==> src/rtl/syn_trap_ctrl_pkg.sv <==
// Shared constants for the error-trapping sequencer: syndrome width,
// correction capability, FSM state encodings and shift-counter width.
package syn_trap_ctrl_pkg;

    localparam int SYN_W = 36;   // syndrome / shift register width
    localparam int T_MAX = 6;    // largest trappable error weight
    localparam int CNT_W = 6;    // shift counter width, covers MAX_SHIFT up to 64

    localparam logic [0:0] ST_IDLE  = 1'b0;
    localparam logic [0:0] ST_CHECK = 1'b1;

endpackage

==> src/rtl/syn_trap_ctrl_weight6.sv <==
// Weight checker: flags a syndrome register whose Hamming weight is at most
// T_MAX. Purely combinational so the trap decision lands in the same cycle
// as the register value it looks at.
module weight6
    import syn_trap_ctrl_pkg::*;
(
    input  logic [SYN_W-1:0] vec,
    output logic             le_t
);

    logic [5:0] weight;

    // Population count of the register, then the threshold compare.
    always_comb begin
        weight = 6'd0;
        for (int i = 0; i < SYN_W; i++) begin
            weight = weight + 6'(vec[i]);
        end
        le_t = (weight <= 6'(T_MAX));
    end

endmodule

==> src/rtl/syn_trap_ctrl.sv <==
// Error-trapping sequencer. Loads a syndrome, then each cycle either traps
// it (weight <= T_MAX), gives up after MAX_SHIFT positions, or shifts it once
// through the generator-polynomial feedback register.
//
// Handshake: start is a request sampled only while busy is low (IDLE); the
// edge that samples start=1 captures syn_in and raises busy. A request seen
// while busy is dropped, never queued. done is a one-cycle pulse that ends a
// search; found/shift_cnt/pattern are valid from done until the next accepted
// start. Because the state is already IDLE during the done cycle, a request
// held at that point is accepted with no idle gap.
module syn_trap_ctrl
    import syn_trap_ctrl_pkg::*;
#(
    parameter logic [SYN_W-1:0] GPOLY     = 36'h0_0000_0001,
    parameter int               MAX_SHIFT = 36
) (
    input  logic             clk,
    input  logic             rst,
    input  logic             start,
    input  logic [SYN_W-1:0] syn_in,
    output logic             busy,
    output logic             done,
    output logic             found,
    output logic [CNT_W-1:0] shift_cnt,
    output logic [SYN_W-1:0] pattern
);

    logic [0:0]       state;
    logic [SYN_W-1:0] sreg;
    logic [SYN_W-1:0] sreg_next;
    logic [CNT_W-1:0] cnt;
    logic             wflag;
    logic             last_shift;

    weight6 u_weight6 (
        .vec  (sreg),
        .le_t (wflag)
    );

    // busy mirrors the FSM state directly, so it also serves as state visibility.
    assign busy = (state == ST_CHECK);

    // One shift step: multiply by x modulo g(x), with x^36 implied in g.
    always_comb begin
        sreg_next  = {sreg[SYN_W-2:0], 1'b0} ^ (sreg[SYN_W-1] ? GPOLY : '0);
        last_shift = (cnt == CNT_W'(MAX_SHIFT - 1));
    end

    // FSM, shifter, counter and result registers. The terminal-count test
    // sits ahead of the increment, so cnt never wraps.
    always_ff @(posedge clk) begin
        if (rst) begin
            state     <= ST_IDLE;
            done      <= 1'b0;
            found     <= 1'b0;
            shift_cnt <= '0;
            pattern   <= '0;
            sreg      <= '0;
            cnt       <= '0;
        end else begin
            done <= 1'b0;
            case (state)
                ST_IDLE: begin
                    if (start) begin
                        sreg  <= syn_in;
                        cnt   <= '0;
                        found <= 1'b0;
                        state <= ST_CHECK;
                    end
                end
                ST_CHECK: begin
                    if (wflag) begin
                        found     <= 1'b1;
                        pattern   <= sreg;
                        shift_cnt <= cnt;
                        done      <= 1'b1;
                        state     <= ST_IDLE;
                    end else if (last_shift) begin
                        found     <= 1'b0;
                        pattern   <= '0;
                        shift_cnt <= cnt;
                        done      <= 1'b1;
                        state     <= ST_IDLE;
                    end else begin
                        sreg <= sreg_next;
                        cnt  <= cnt + 1'b1;
                    end
                end
                default: state <= ST_IDLE;
            endcase
        end
    end

endmodule

==> config.mk <==
export PLATFORM = sky130hd
export DESIGN_NAME = syn_trap_ctrl
export DESIGN_NICKNAME = d
export VERILOG_FILES = /design/src/rtl/syn_trap_ctrl_pkg.sv /design/src/rtl/syn_trap_ctrl_weight6.sv /design/src/rtl/syn_trap_ctrl.sv
export SDC_FILE = /design/constraint.sdc
export NUM_CORES = 1
export LEC_CHECK = 0
export CAP_MARGIN = 10
export CELL_PAD_IN_SITES_DETAIL_PLACEMENT = 1
export CELL_PAD_IN_SITES_GLOBAL_PLACEMENT = 2
export CORE_MARGIN = 1
export CORE_UTILIZATION = 32
export DETAILED_ROUTE_END_ITERATION = 10
export PLACE_DENSITY = 0.78
export SKIP_CTS_REPAIR_TIMING = 1
export SLEW_MARGIN = 20
export SYNTH_ARGS = -nofsm -noshare
export SYNTH_HDL_FRONTEND = slang
export SYNTH_SLANG_ARGS = --single-unit
==> constraint.sdc <==
create_clock -name clk -period 6.65 [get_ports clk]
set_input_delay 0.665 -clock clk [delete_from_list [all_inputs] [get_ports clk]]
set_output_delay 0.665 -clock clk [all_outputs]
set_load 0.1 [all_outputs]
==> results.md <==
| Stage | Item | Value |
|:---|:---|:---|
| run status | Run status | completed |
| hold path | Hold Crit Class | flop to flop |
| synth | Ys flop type | dfxtp_1 |
| sta | Total Neg Setup Slack | 0 ps |
| grt | First-pass GRT wire length | 17.2 mm |
| grt | Vias in the first global route | 3,438 |
| grt | Met1 demand-to-capacity share in global routing | 0.218 |
| sta | Worst hold-check slack | 478 ps |
| sta | Final hold violation count | 0 |
| worst setup path | CP startpoint kind | flop |
| floorplan | Number of top-level pins | 84 |
| cts | CTS tree | built |
| cts | Longest Clk Path Bufs | 2 |
| placed design | Estimated wirelength of the detail-placed design | 7.81 mm |
| worst setup path | Slack of the worst reg-to-reg path | 520 ps |
| final layout | Most common cell after layout, fill and taps aside | dfxtp_1 |
| final layout | Filler cell count | 1,398 |
| sta | Max_slew headroom | 0.331 |
| job | Number of maximum-capacitance constraint violations | 0 |
| routing | Count of unresolved DRC violations after routing | 0 |
| routing | WL per Instance | 15.8 um |
| cts | Number of H-tree levels | 3 |
| sta | Setup violations, final | 0 |
| floorplan | Die span in x | 115 um |
| cts | Skew-Pair Late Insertion Delay | 350 ps |
| final layout | Antenna cell count | 0 |
| grt | Antenna violations before repair | 0 |
| sta | Final min period | 6130 ps |
| worst setup path | Worst Setup End Kind | flop |
| synth | Syn nets | 486 |
| grt | Met3 capacity usage during global routing | 0.0507 |
| cts | Root buf cell | clkbuf_16 |
| final layout | Layout cells sized above 1 | 0.0667 |
| worst setup path | Reg-to-reg critical path startpoint | sreg[1] |
| routing | Routed via count divided by cell count | 4.90 |
| floorplan | Row count | 41 |
| routing | Total vias in the final route | 3,267 |
| final layout | Area grow syn2layout | 31.7% |
| grt | Maximum number of pins on one net before global-route repair | 38 |
| final layout | Final layout net count | 567 |
| floorplan | Die Outline Area | 13,300 um^2 |
| final layout | Area of the multi-input gates | 2080 um^2 |
| sta | Maximum frequency from static timing analysis | 163 MHz |
| grt | Busiest grt layer | met2 |
| routing | Length of the first detailed-routing pass in iterations | 4 |
| synth | Count of flip-flops with a built-in enable after synthesis | 0 |
| synth | Summed instance area of the synthesized netlist | 4120 um^2 |
| hold path | Beginning of the worst hold path | pattern[21] |
| placed design | Gp weighted congestion | 0.761 |
| worst setup path | Cell count of the worst reg-to-reg path | 19 |
| synth | Count of yosys warnings during synthesis | 0 |
| sta | Largest clock skew in the final design | 9.06 ps |
| cts | Clock sink count | 87 |
| worst setup path | Endpoint required time on the critical path | 6930 ps |
| worst setup path | CP Data Arrival Time | 6420 ps |
| synth | Number of storage elements in the synthesis netlist | 87 |
| worst setup path | Worst setup path endpoint | sreg[13] |
| sta | Period utilisation layout | 0.922 |
| floorplan | Core footprint | 12,600 um^2 |
| synth | Synth Area per Inst | 10.0 um^2 |
| synth | Number of instances in the synthesized netlist | 410 |
| floorplan | Chip Height | 115 um |
| sta | RSZ-0062 raised after global routing | false |
| routing | Final wirelength | 10.5 mm |
| final layout | Sequential Area | 1740 um^2 |
| grt | Grt total ovfl | 0 |
| routing | DRC marker count from the first detailed-route iteration | 159 |
| synth | Asr flop ratio synth | 0 |
| synth | Library cells used by synthesis | 37 |
| cts | Clock slew seen by the registers of the worst setup and hold paths | 60 ps |
| cts | Number of clock buffers inserted by TritonCTS | 9 |
| grt | Aggregate global-route resource usage | 0.171 |
| grt | Met2 usage in global routing | 0.277 |
| placed design | Number of port buffers | 83 |
| worst setup path | Worst setup path startpoint | sreg[1] |
| synth | Top area cells in the synthesized netlist | dfxtp_1 (42%), fa_1 (14%), a22o_1 (8.3%) |
| worst setup path | Capture point of the worst reg-to-reg path | sreg[13] |
| sta | Count of final max-slew check failures | 0 |
| synth | Cell taking the most area after synthesis | dfxtp_1 |
| worst setup path | Kind of critical path | flop to flop |
| sta | Slew at the pin with the worst max-slew slack | 1000 ps |
| routing | Final antenna-violating net count | 0 |
| synth | Sequential area share after synthesis | 0.423 |
| final layout | Most used cells in the layout excluding fill and tap cells | dfxtp_1 (87), clkdlybuf4s50_1 (83), nand2_1 (73) |
| floorplan | Initial cell density of the core | 0.328 |
| synth | Proportion of netlist area held by the largest area contributor | 0.423 |
| worst setup path | Maximum fanout along the worst path | 32 |
==> metal layers <==
metal  vias up  share of wire
li1       1573              -
met1      1619           0.46
met2        61           0.49
met3        14          0.041
met4         0          0.017
met5         -              0
==> state kept, by name, summed over array words and instances (netlist names) <==
| name | cells |
|---|---|
| cnt | 6 |
| done | 1 |
| sreg | 36 |
| shift_cnt | 6 |
| found | 1 |
| busy | 1 |
| pattern | 36 |
==> worst min-delay path by stage <==
stage,endpoint,cells after the start,slack [ps]
6_report,pattern[21],1,480
5_1_grt,pattern[5],1,490
4_1_cts,pattern[13],1,480
3_5_place_dp,pattern[31],1,460
3_3_place_gp,pattern[2],1,460
2_1_floorplan,cnt[5],2,480
==> synth_stat cells, types with 2 or more instances <==
cell / instances
ha_1: 9
o21ai_0: 9
inv_1: 51
nand2_1: 73
nand2b_1: 2
mux2_2: 2
and4_1: 2
a21oi_1: 12
dfxtp_1: 87
or3_1: 2
nor2b_1: 3
a22oi_1: 40
nor2_1: 4
mux2i_1: 3
buf_2: 8
a31oi_1: 2
a22o_1: 39
fa_1: 28
buf_6: 5
clkbuf_1: 7
nand3_1: 6
==> worst max-delay path, cell delays in order, from the launching register on <==
cell      delay [ps]
dfxtp_1          360
ha_1             290
inv_1             40
fa_1             480
inv_1             50
fa_1             530
fa_1             440
fa_1             510
fa_1             530
inv_1             50
fa_1             480
inv_1             50
fa_1             420
fa_1             430
xnor2_1          290
o221ai_2         230
o32ai_4          250
buf_4            360
a22oi_1          160
nand2_1          100
==> stage by stage <==
stage          worst slack (ps)  area (um^2)  std cells  utilization
2_1_floorplan               907         4120        410            -
3_3_place_gp                703         5110        652        0.406
3_5_place_dp                512         5110        652        0.406
4_1_cts                     481         5420        667        0.431
5_1_grt                     252         5420        667        0.431
6_report                    518         5420        667        0.431
==> logic make-up (layout without fill, tap and decap cells) <==
group,after synthesis,in the layout,share of synthesized area
xor+xnor,1,1,0.00213
flops,87,87,0.423
buf+inv,71,156,0.0763
mux,5,5,0.0128
fa+ha+maj,37,37,0.163
simple gates,97,97,0.105
compound gates,112,112,0.217
==> area by class of cell <==
type,count,area share
Timing Repair Buffer,90,0.163
Clock inverter,3,0.0125
Clock buffer,12,0.0455
Inverter,51,0.0353
Tap cell,172,0.0397
Sequential cell,87,0.321
Multi-Input combinational cell,252,0.383
Power is not shown: default switching activity piles up to over one toggle a cycle in this logic, so the estimate is an artifact.
